$ cat config.mk
export PLATFORM = sky130hd
export DESIGN_NAME = uart_port_arbiter
export DESIGN_NICKNAME = d
export VERILOG_FILES = /design/src/rtl/uart_arb_pkg.sv /design/src/rtl/rr_arbiter.sv /design/src/rtl/uart_port_arbiter.sv
export SDC_FILE = /design/constraint.sdc
export NUM_CORES = 1
export LEC_CHECK = 0
export ABC_CLOCK_PERIOD_IN_PS = 2710
export BUFFER_PORTS_ARGS = -buffer_cell sky130_fd_sc_hd__buf_2
export CAP_MARGIN = 20
export CORE_MARGIN = 4
export CORE_UTILIZATION = 40
export CTS_CLUSTER_SIZE = 12
export DETAILED_ROUTE_END_ITERATION = 7
export PLACE_DENSITY = 0.84
export SYNTH_ARGS = -nofsm -noshare
export SYNTH_HDL_FRONTEND = slang
export SYNTH_SLANG_ARGS = --single-unit
$ cat constraint.sdc
create_clock -name clk_i -period 2.71 [get_ports clk_i]
set_clock_uncertainty 0.15 [all_clocks]
set_input_delay 0.4065 -clock clk_i [delete_from_list [all_inputs] [get_ports clk_i]]
set_output_delay 0.4065 -clock clk_i [all_outputs]
set_load 0.1 [all_outputs]
$ cat src/rtl/uart_arb_pkg.sv
// uart_arb_pkg: shared types and default sizing for uart_port_arbiter and its round-robin picker.
package uart_arb_pkg;
    localparam int NREQ_DEF   = 4;
    localparam int ADDR_W_DEF = 32;
    localparam int DATA_W_DEF = 4;
    localparam int OWNER_W    = $clog2(NREQ_DEF);
    typedef enum logic [1:0] {IDLE, ISSUE, WAIT} state_e;
    typedef struct packed {
        logic                  we;
        logic [ADDR_W_DEF-1:0] addr;
        logic [DATA_W_DEF-1:0] wdata;
        logic [OWNER_W-1:0]    owner;
    } cmd_t;
endpackage

$ cat src/rtl/rr_arbiter.sv
// rr_arbiter: combinational round-robin pick; lowest valid index at or above ptr wins, wrapping to 0.
module rr_arbiter #(
    parameter int N = 4,
    parameter int W = $clog2(N)
) (
    input  logic [N-1:0] valid,
    input  logic [W-1:0] ptr,
    output logic [N-1:0] gnt,
    output logic [W-1:0] idx
);
    logic [N-1:0] upper;
    logic [N-1:0] pick;
    always_comb begin
        upper = valid & ~((N'(1) << ptr) - N'(1));
        pick  = (upper != '0) ? upper : valid;
        gnt   = pick & (~pick + N'(1));
        idx   = '0;
        for (int i = 0; i < N; i++)
            if (gnt[i]) idx = W'(i);
    end
endmodule

$ cat src/rtl/uart_port_arbiter.sv
// uart_port_arbiter: round-robin sharing of one uart register port among NREQ requesters.
// Define UART_ARB_TIMEOUT_EN to abort transactions that see no ready within TIMEOUT_CYC cycles.
module uart_port_arbiter
    import uart_arb_pkg::*;
#(
    parameter int NREQ        = NREQ_DEF,
    parameter int ADDR_W      = ADDR_W_DEF,
    parameter int DATA_W      = DATA_W_DEF,
    parameter int TIMEOUT_CYC = 256
) (
    input  logic                   clk_i,
    input  logic                   rst_n_i,
    input  logic [NREQ-1:0]        req_valid_i,
    input  logic [NREQ-1:0]        req_we_i,
    input  logic [NREQ*ADDR_W-1:0] req_addr_i,
    input  logic [NREQ*DATA_W-1:0] req_wdata_i,
    output logic [NREQ-1:0]        req_gnt_o,
    output logic [NREQ-1:0]        rsp_valid_o,
    output logic [DATA_W-1:0]      rsp_data_o,
    output logic                   rsp_err_o,
    output logic                   wr_valid_o,
    output logic [ADDR_W-1:0]      wr_addr_o,
    output logic [DATA_W-1:0]      wr_data_o,
    input  logic                   wr_ready_i,
    input  logic                   wr_err_i,
    output logic                   rd_valid_o,
    output logic [ADDR_W-1:0]      rd_addr_o,
    input  logic [DATA_W-1:0]      rd_data_i,
    input  logic                   rd_ready_i,
    input  logic                   rd_err_i,
    output logic                   busy_o
);
    // The latched command type is sized by the package, so the widths must agree with it.
    if (NREQ != NREQ_DEF || ADDR_W != ADDR_W_DEF || DATA_W != DATA_W_DEF || TIMEOUT_CYC < 2) begin : g_bad_cfg
        $error("uart_port_arbiter: sizing must match uart_arb_pkg and TIMEOUT_CYC must be >= 2");
    end
    state_e             state;
    cmd_t               cmd;
    logic [OWNER_W-1:0] ptr;
    logic [OWNER_W-1:0] win_idx;
    logic [NREQ-1:0]    win_gnt;
    logic               ready;
    logic               err;
    logic               expired;
    rr_arbiter #(.N(NREQ), .W(OWNER_W)) u_rr (
        .valid(req_valid_i),
        .ptr  (ptr),
        .gnt  (win_gnt),
        .idx  (win_idx)
    );
    assign ready     = cmd.we ? wr_ready_i : rd_ready_i;
    assign err       = cmd.we ? wr_err_i : rd_err_i;
    assign wr_addr_o = cmd.addr;
    assign rd_addr_o = cmd.addr;
    assign wr_data_o = cmd.wdata;
    assign busy_o    = state != IDLE;
`ifdef UART_ARB_TIMEOUT_EN
    localparam int CNT_W = $clog2(TIMEOUT_CYC);
    logic [CNT_W-1:0] cnt;
    assign expired = cnt == CNT_W'(TIMEOUT_CYC - 1);
`else
    assign expired = 1'b0;
`endif
    always_ff @(posedge clk_i or negedge rst_n_i) begin
        if (!rst_n_i) begin
            state       <= IDLE;
            cmd         <= '0;
            ptr         <= '0;
            req_gnt_o   <= '0;
            rsp_valid_o <= '0;
            rsp_data_o  <= '0;
            rsp_err_o   <= 1'b0;
            wr_valid_o  <= 1'b0;
            rd_valid_o  <= 1'b0;
`ifdef UART_ARB_TIMEOUT_EN
            cnt         <= '0;
`endif
        end else begin
            req_gnt_o   <= '0;
            rsp_valid_o <= '0;
            rsp_data_o  <= '0;
            rsp_err_o   <= 1'b0;
            wr_valid_o  <= 1'b0;
            rd_valid_o  <= 1'b0;
            case (state)
                IDLE: if (|req_valid_i) begin
                    cmd.we     <= req_we_i[win_idx];
                    cmd.addr   <= req_addr_i[win_idx*ADDR_W +: ADDR_W];
                    cmd.wdata  <= req_wdata_i[win_idx*DATA_W +: DATA_W];
                    cmd.owner  <= win_idx;
                    ptr        <= (win_idx == OWNER_W'(NREQ - 1)) ? '0 : win_idx + 1'b1;
                    req_gnt_o  <= win_gnt;
                    wr_valid_o <= req_we_i[win_idx];
                    rd_valid_o <= !req_we_i[win_idx];
`ifdef UART_ARB_TIMEOUT_EN
                    cnt        <= '0;
`endif
                    state      <= ISSUE;
                end
                ISSUE, WAIT: if (ready || expired) begin
                    // A ready in the expiry cycle still wins over the abort.
                    rsp_valid_o <= NREQ'(1) << cmd.owner;
                    rsp_data_o  <= (ready && !cmd.we) ? rd_data_i : '0;
                    rsp_err_o   <= ready ? err : 1'b1;
                    state       <= IDLE;
                end else begin
`ifdef UART_ARB_TIMEOUT_EN
                    cnt         <= cnt + 1'b1;
`endif
                    state       <= WAIT;
                end
                default: state <= IDLE;
            endcase
        end
    end
endmodule
# Word level (Yosys, flattened, before mapping)
# Cells that the tools add are included.
[op_classes]
add_sub_neg = 3
magnitude_cmp = 1
n_eq_ne = 4
n_shift = 4
n_mux = 25
bitwise_logic = 4
reduce_logical = 9
[ops]
columns = ["op", "n"]
rows = [
  ["$shiftx 128x8->32", 1],
  ["$mux 4", 8],
  ["$shiftx 16x5->4", 1],
  ["$mux 1", 10],
  ["$mux 2", 5],
  ["$and 4x4->4", 2],
  ["$not 4->4", 2],
  ["$shl 1x2->4 const A", 2],
  ["$add 4x1->4 const B", 1],
  ["$eq 2x2->1 const B", 2],
  ["$pmux 2 s2", 1],
  ["$reduce_bool 4->1", 1],
  ["$reduce_or 4->1", 1],
  ["$sub 4x1->4 const B", 1],
  ["$lt 2x3->1 const B", 1],
  ["$add 2x1->2 const B", 1],
  ["$bmux 1 s2", 1],
  ["$eq 2x1->1 const B", 1],
  ["$logic_not 1->1", 2],
  ["$logic_not 2->1", 1],
  ["$ne 2x2->1 const B", 1],
  ["$reduce_and 2->1", 1],
  ["$reduce_bool 2->1", 1],
  ["$reduce_or 2->1", 1],
  ["$logic_and 1x1->1", 1],
]
[totals]
regBits = 58

# Depth between registers and ports, before layout
# Gate-level depths: netlist of the first run.
[depth]
depth_word = 17
ltp_mapped = 9

# Cells and area by module
# A second synthesis of the first run with hierarchy kept.
[hier_totals]
hier_cells = 280
area_unflattened_um2 = 3773.6
[by_module_without_submodules]
columns = ["mod", "instances", "cells_each", "area_per_inst_um2", "seq_area_each_um2"]
rows = [
  ["uart_port_arbiter", 1, 249, 3577.2, 1451.4],
  ["rr_arbiter", 1, 31, 196.4, 0.0],
]

# Least setup slack after synthesis of the first run
# No wires, ideal clock.
[synth_path]
path_kind = "register to register"
from = "register state[0]"
to = "register cmd, in the netlist rd_addr_o[11]"
setup_time_ps = 126
arrival_ps = 2448
required_ps = 2434
setup_slack_ps = -14
stages_incl_launch_ff = 10
period_less_slack_ps = 2724
path_cell_list = "dfrtp_1 -> inv_1 -> ha_1 -> inv_1 -> nor2_1 -> o221a_2 -> buf_4 -> buf_4 -> a221oi_1 -> o32a_1"
[synth_via]
elab_chain_cells = 2
[synth_rtl]
columns = ["item", "line", "source"]
rows = [
  ["from (decl)", "uart_port_arbiter.sv:37", "state_e state;"],
  ["from (signal assigned)", "uart_port_arbiter.sv:66", "state <= IDLE;"],
  ["from (signal assigned)", "uart_port_arbiter.sv:98", "state <= ISSUE;"],
  ["from (signal assigned)", "uart_port_arbiter.sv:105", "state <= IDLE;"],
  ["$logic_not 2->1", "uart_port_arbiter.sv:85", "case (state)"],
  ["$reduce_and 2->1 (no line)", "n/a", ""],
  ["to (decl)", "uart_port_arbiter.sv:38", "cmd_t cmd;"],
]
# No other way between the ends.
# A chain may end at the register's enable or synchronous reset.

# Final worst setup path of the first run
[layout_path]
from = "register state[0]"
to = "register cmd, in the netlist rd_addr_o[17]"
# Same word-level chain as after synthesis.

==> impl_summary.txt, run 1 <==
----------------------------------------------------
[CTS]
  Clk buf depth ... 2
  Sink count of the clock tree ... 58
  Post-CTS Setup Inserts ... 0
  TritonCTS clock tree ... yes
  Root buffer selected by CTS ... sky130_fd_sc_hd__clkbuf_8
  Clk slew on worst S/H paths ... 0.07 ns
  H-tree depth reported by CTS ... 3
  Clock Latency Late Sink ... ~0.34 ns
  Number of clock buffers inserted by TritonCTS ... 9

[GRT]
  Global-route wire length before repair ... 20.25 mm
  Maximum number of pins on one net before global-route repair ... between 40 and 50
  Overall Global Routing Usage ... between 20% and 30%
  Sum of overflow across all layers after global routing ... 0
  Via count of the first global-routing pass ... between 4,000 and 5,000
  Number of antenna violations at the first check in global routing ... 0

[Synth]
  Number of warnings reported in the yosys synthesis log ... 0
  Primary FF master, synth ... sky130_fd_sc_hd__dfrtp_1
  Number of synthesized flops with an enable pin ... 0
  Post-synthesis net count ... 625
  Post-Synthesis Mean Instance Area ... ~9.0 um^2
  Sequential element share of the synthesized area ... about a third
  Top post-synthesis cells by area ... sky130_fd_sc_hd__dfrtp_1, sky130_fd_sc_hd__buf_4, sky130_fd_sc_hd__and3_1, sky130_fd_sc_hd__o32a_1, sky130_fd_sc_hd__a221oi_2
  Share of async-settable or async-resettable flops after synthesis ... 100.0%
  Unique masters post-synth ... 38
  Synthesized instance count ... between 400 and 500
  Synthesized cell area ... 0.004168 mm^2
  Yosys reg bits ... a little under 60
  Cell type with the highest aggregate area in the netlist ... sky130_fd_sc_hd__dfrtp_1
  Fraction of synthesized cell area taken by the top area cell type ... between 30% and 40%

[Floorplan]
  Overall die area ... about 0.012 mm^2
  Initial cell density of the core ... 41.87%
  Cell row count ... 36
  Boundary Pins ... between 200 and 250
  Width of the die ... between 100 and 150 um
  Die Y-Extent ... between 100 and 150 um
  Core box area ... about 0.010 mm^2

[Finish]
  Post-layout utilization of the core ... between 50% and 60%
  Top library cells by usage in the layout, fill and taps aside ... sky130_fd_sc_hd__buf_2, sky130_fd_sc_hd__and3_1, sky130_fd_sc_hd__dfrtp_1, sky130_fd_sc_hd__nor2_1, sky130_fd_sc_hd__inv_1
  Most common library cell in the layout ignoring fill and taps ... sky130_fd_sc_hd__buf_2
  Filler-free cell count of the finished design ... ~760
  Fillers ... 910
  Share of layout cells above drive strength 1 ... 48.57%
  Final #Nets ... approximately 800
  Area added between synthesis and finish ... 26.84%
  Antenna Diode Count ... 0
  Multi-input gate area in the final layout ... roughly 0.0019 mm^2
  Storage cell area ... 0.001451 mm^2

[Detailed routing]
  Initial DRC Count ... 289
  Ratio of routed vias to standard cells ... 5.514
  Via Count ... about 4,200
  Final WL ... 13.90 mm
  DRC Markers ... 0
  Avg WL per Cell ... around 18 um
  Post-route ant nets ... 0
  DR pass1 iterations ... 5

[STA]
  Highest Clock Rate ... 407.9 MHz
  RSZ-0062 raised after global routing ... no
  Final count of hold timing violations ... 0
  Headroom to the max-slew limit ... around 60%
  Setup TNS Final ... 0 ns
  Worst-case hold slack ... about 0.12 ns
  Worst Max-Slew Pin Slew ... ~0.61 ns
  Final critical delay including setup and external delays ... ~2.5 ns
  Final period utilization ... 90.47%
  Max-slew violation count ... 0
  Number of endpoints failing setup at the final stage ... 0

[Setup path]
  CP startpoint kind ... flop
  Data arrival time at the worst-slack endpoint ... 2.52 ns
  Critical Path End Type ... flop
  FF-to-FF path depth ... 7
  Largest fanout on the critical path ... 17
  Internal reg-to-reg setup slack ... between 0.2 and 0.3 ns
  Worst endpoint required time ... between 2 and 3 ns
  Capture point of the worst reg-to-reg path ... rd_addr_o[17]
  Critical register-to-register path startpoint ... state[0]
  Type of the setup path with the least slack ... flop to flop

[Min path]
  Sink of the worst hold path ... rsp_data_o[3]
  Hold WC Path Type ... input port to flop
  Number of cells on the worst hold path ... 2
  Hold_sp ... rd_data_i[3]

[Outcome]
  Run status ... finished clean

[Job]
  Number of maximum-capacitance violations ... 0

[Placement]
  Placed cell count ... between 700 and 800
  HPWL after detailed placement ... roughly 10 mm
  Global placement routability congestion ... ~0.89
  Count of buffers inserted at the top-level ports ... approximately 250

----------------------------------------------------
## per-layer routing
| metal | part of all wire [%] | track usage [%] |
|---|---|---|
| met4 | 1.2 | 7.124 |
| met3 | 7.1 | 4.193 |
| met1 | 38 | 23.31 |
| met2 | 54 | 41.72 |
| met5 | 0 | 0 |
## cells by family (layout without fill, tap and decap cells)
| group | after synthesis | in the layout | synth area share [%] |
|---|---|---|---|
| buffers and inverters | 151 | 318 | 21.01 |
| and+or+nand+nor | 146 | 146 | 18.79 |
| AOI/OAI and AO/OA | 101 | 101 | 24.02 |
| DFF | 58 | 58 | 34.82 |
| muxes | 3 | 3 | 0.7505 |
| adders and majority gates | 2 | 2 | 0.6003 |
## synthesized netlist by cell type (3+ instances only)
cell type	instances
sky130_fd_sc_hd__buf_4	70
sky130_fd_sc_hd__and3_1	73
sky130_fd_sc_hd__buf_6	4
sky130_fd_sc_hd__a21oi_1	9
sky130_fd_sc_hd__a221oi_1	17
sky130_fd_sc_hd__nor2_1	50
sky130_fd_sc_hd__and2_1	4
sky130_fd_sc_hd__a221oi_2	20
sky130_fd_sc_hd__buf_2	13
sky130_fd_sc_hd__a21o_1	3
sky130_fd_sc_hd__o21ai_0	3
sky130_fd_sc_hd__o32a_1	37
sky130_fd_sc_hd__nand2_1	7
sky130_fd_sc_hd__inv_1	42
sky130_fd_sc_hd__dfrtp_1	58
sky130_fd_sc_hd__clkbuf_1	21
## per-stage QoR
step	setup slack, ns	instance area [um^2]
after floorplan	0.05786	4182
after global placement	0.2785	5044
after detailed placement	0.1920	5044
after CTS	0.2082	5280
after global routing	0.09039	5286
final	0.2581	5286
## flip-flops by register name, summed over array words and instances, names as in the netlist
signal / flops
wr_valid_o: 1
rsp_err_o: 1
rd_valid_o: 1
ptr: 2
state: 2
rsp_valid_o: 4
cmd: 3
wr_data_o: 4
req_gnt_o: 4
rsp_data_o: 4
rd_addr_o: 32
## worst max-delay path: stages (launching register included)
cell	delay [ns]
sky130_fd_sc_hd__dfrtp_1	0.38
sky130_fd_sc_hd__inv_1	0.08
sky130_fd_sc_hd__ha_2	0.26
sky130_fd_sc_hd__nand2_4	0.10
sky130_fd_sc_hd__nor4_2	0.45
sky130_fd_sc_hd__buf_4	0.37
sky130_fd_sc_hd__a221oi_1	0.16
sky130_fd_sc_hd__o32a_1	0.36
## how the worst max path moves through the flow
stage,from,end
4_1_cts,ptr[1],rd_addr_o[21]
5_1_grt,ptr[1],rd_addr_o[17]
3_3_place_gp,req_valid_i[0],rd_addr_o[23]
6_report,state[0],rd_addr_o[17]
3_5_place_dp,req_valid_i[0],rd_addr_o[21]
2_1_floorplan,state[0],rd_addr_o[11]
## layout make-up
cell class	instances	area share, %
Clock buffer	11	2.864
Clock inverter	4	1.420
Inverter	42	3.053
Multi-Input combinational cell	252	35.36
Sequential cell	58	27.46
Tap cell	133	3.148
Timing Repair Buffer	261	26.70
## timing repair
item	in CTS	in global routing
hold buffers	1	0
hold endpoints to repair	23	0
endpoints found under the setup margin	0	21
resized for setup	0	1
Power of run 1 is left out: the tool's default activity adds up to more than one toggle a clock period on the data nets, which glitch-free logic cannot reach.
==> run 2, diff against run 1 <==
CORE_ASPECT_RATIO = 1.4   (was unset)
==> run 2 against run 1 <==
Non-clock buffer count increased by 1. Hold slack better by 0.027 ns. Die area increased by 0.19%. Core utilization up 0.20 points. Critical path depth decreased by 1. Critical path type unchanged.
==> impl_summary.txt, run 2 (same netlist as run 1, synthesis figures left out) <==
----------------------------------------------------
[Outcome]
  Run status ... finished clean

[Setup path]
  CP Buf/Inv Count ... 1 (-1)
  CP startpoint kind ... flop
  Crit-path leading delay family ... compound AO/OA/AOI/OAI gates
  Logic depth of the worst path, buffers included ... 6 (-1)
  Worst endpoint required time ... 2.77 ns (about the same)
  Critical Path End Type ... flop
  Type of the setup path with the least slack ... flop to flop
  Largest fanout on the critical path ... 22 (+5)
  Data arrival time at the worst-slack endpoint ... 2.53 ns (about the same)
  Crit-path slowest cell ... sky130_fd_sc_hd__dfrtp_1
  Critical path, cell by cell ... nand2b_1, a21oi_1, nor4_2, buf_4, a221oi_1, o32a_1
  Biggest cell delay along the critical path ... 0.48 ns (+0.03 ns)
  FF-to-FF path depth ... 6 (-1)

[CTS]
  Sink count of the clock tree ... 58 (unchanged)
  Clk buf depth ... 2 (unchanged)
  Clk slew on worst S/H paths ... 0.06 ns (about the same)
  Root buffer selected by CTS ... sky130_fd_sc_hd__clkbuf_16
  Clock Latency Late Sink ... 0.32 ns (-0.02 ns)
  Number of clock buffers inserted by TritonCTS ... 9 (unchanged)
  H-tree depth reported by CTS ... 3 (unchanged)
  TritonCTS clock tree ... yes

[Finish]
  Storage cell area ... 0.001451 mm^2 (unchanged)
  Most common library cell in the layout ignoring fill and taps ... sky130_fd_sc_hd__buf_2
  Area added between synthesis and finish ... 28.67%
  Top library cells by usage in the layout, fill and taps aside ... sky130_fd_sc_hd__buf_2, sky130_fd_sc_hd__and3_1, sky130_fd_sc_hd__dfrtp_1, sky130_fd_sc_hd__nor2_1, sky130_fd_sc_hd__inv_1
  Fillers ... 925 (+1.6%)
  Multi-input gate area in the final layout ... 0.001869 mm^2 (unchanged)
  Final #Nets ... 789 (+0.13%)
  Max reg flops ... 32 (unchanged)
  Area of all placed cells without fillers ... 0.005363 mm^2 (+1.4%)
  Share of layout cells above drive strength 1 ... 48.73% (+0.16 points)

[Detailed routing]
  Via Count ... 4,168 (-0.67%)
  DR pass1 iterations ... 5 (unchanged)
  DRC Markers ... 0 (unchanged)
  Ratio of routed vias to standard cells ... 5.441 (-1.3%)
  Final WL ... 13.24 mm (-4.8%)
  Avg WL per Cell ... 17.28 um (-5.4%)
  Initial DRC Count ... 178 (-38%)
  Post-route ant nets ... 0 (unchanged)

[STA]
  Final period utilization ... 91.20% (+0.73 points)
  Headroom to the max-slew limit ... 54.67% (-4.7 points)
  Number of endpoints failing setup at the final stage ... 0 (unchanged)
  Worst Max-Slew Pin Slew ... 0.6737 ns (+0.06406 ns)
  Highest Clock Rate ... 404.6 MHz (-0.80%)
  Final count of hold timing violations ... 0 (unchanged)
  Max-slew violation count ... 0 (unchanged)
  RSZ-0062 raised after global routing ... no
  Final critical delay including setup and external delays ... 2.472 ns (+0.01978 ns)
  Setup TNS Final ... 0 ns (unchanged)

[Placement]
  Count of buffers inserted at the top-level ports ... 245 (unchanged)
  Post-place instance area ... 0.005016 mm^2 (-0.55%)
  Global placement routability congestion ... 0.8496 (-5.0%)
  HPWL after detailed placement ... 10.17 mm (+0.87%)

[GRT]
  Via count of the first global-routing pass ... 4,231 (-0.33%)
  Overall Global Routing Usage ... 20.88% (-0.74 points)
  Number of antenna violations at the first check in global routing ... 1 (+1)
  Maximum number of pins on one net before global-route repair ... 43 (unchanged)
  Global-route wire length before repair ... 19.88 mm (-1.8%)
  Sum of overflow across all layers after global routing ... 0 (unchanged)

[Floorplan]
  Initial cell density of the core ... 41.43% (-0.44 points)
  Overall die area ... 0.01214 mm^2 (+0.19%)
  Die Y-Extent ... 128.8 um (+17%)
  Width of the die ... 94.27 um (-14%)
  Core box area ... 0.01006 mm^2 (+1.1%)
  Boundary Pins ... 246 (unchanged)
  Cell row count ... 43 (+19%)

[Job]
  Number of maximum-capacitance violations ... 0 (unchanged)

[Min path]
  Number of cells on the worst hold path ... 2 (unchanged)
  Hold WC Path Type ... input port to flop

----------------------------------------------------
==> run 2: stage by stage <==
step	worst slack, ns	hold slack, ns	util [%]	cells
CTS	0.2111	0.1395	53.21	765
floorplan	0.05786	-0.03909	-	461
finish	0.2384	0.1517	53.30	766
detailed placement	0.1492	0.3124	49.86	748
global placement	0.2828	0.3025	49.86	748
global route	0.1225	0.1377	53.30	766
==> run 2: metal layers <==
layer / up-vias / part of all wire, % / global-route usage, %
met5: - / 0 / 0
met4: 0 / 2.7 / 9.099
met3: 33 / 7.9 / 5.380
met2: 229 / 53 / 38.04
met1: 1979 / 36 / 22.47
li1: 1927 / - / -
==> run 2: final timing paths <==
path,from,to,slack [ns]
worst max-delay path,ptr[1],rd_addr_o[23],0.24
worst min-delay path,rd_data_i[3],rsp_data_o[3],0.15
worst max register to register,ptr[1],rd_addr_o[23],0.24
worst min register to register,wr_data_o[2],wr_data_o[2],0.34
max in group asynchronous,rst_n_i,rsp_data_o[2],1.30
min in group asynchronous,rst_n_i,rd_addr_o[23],0.51
==> run 2: cell type report <==
class	instances	share of cell area, %
inverters	42	3.010
well taps	135	3.150
clock buffers	9	4.200
multi-input cells	252	34.86
repair buffers	262	25.76
flip-flops and latches	58	27.06
diodes	1	0.04666
clock inverters	7	1.913
==> run 2: what timing repair did <==
action                                  in CTS  in global routing
endpoints found under the hold margin       24                  0
setup buffers                                0                  0
hold buffers                                 1                  0
gates resized for setup                      0                  1
endpoints found under the setup margin       0                 14
Power of run 2 is left out for the same reason.
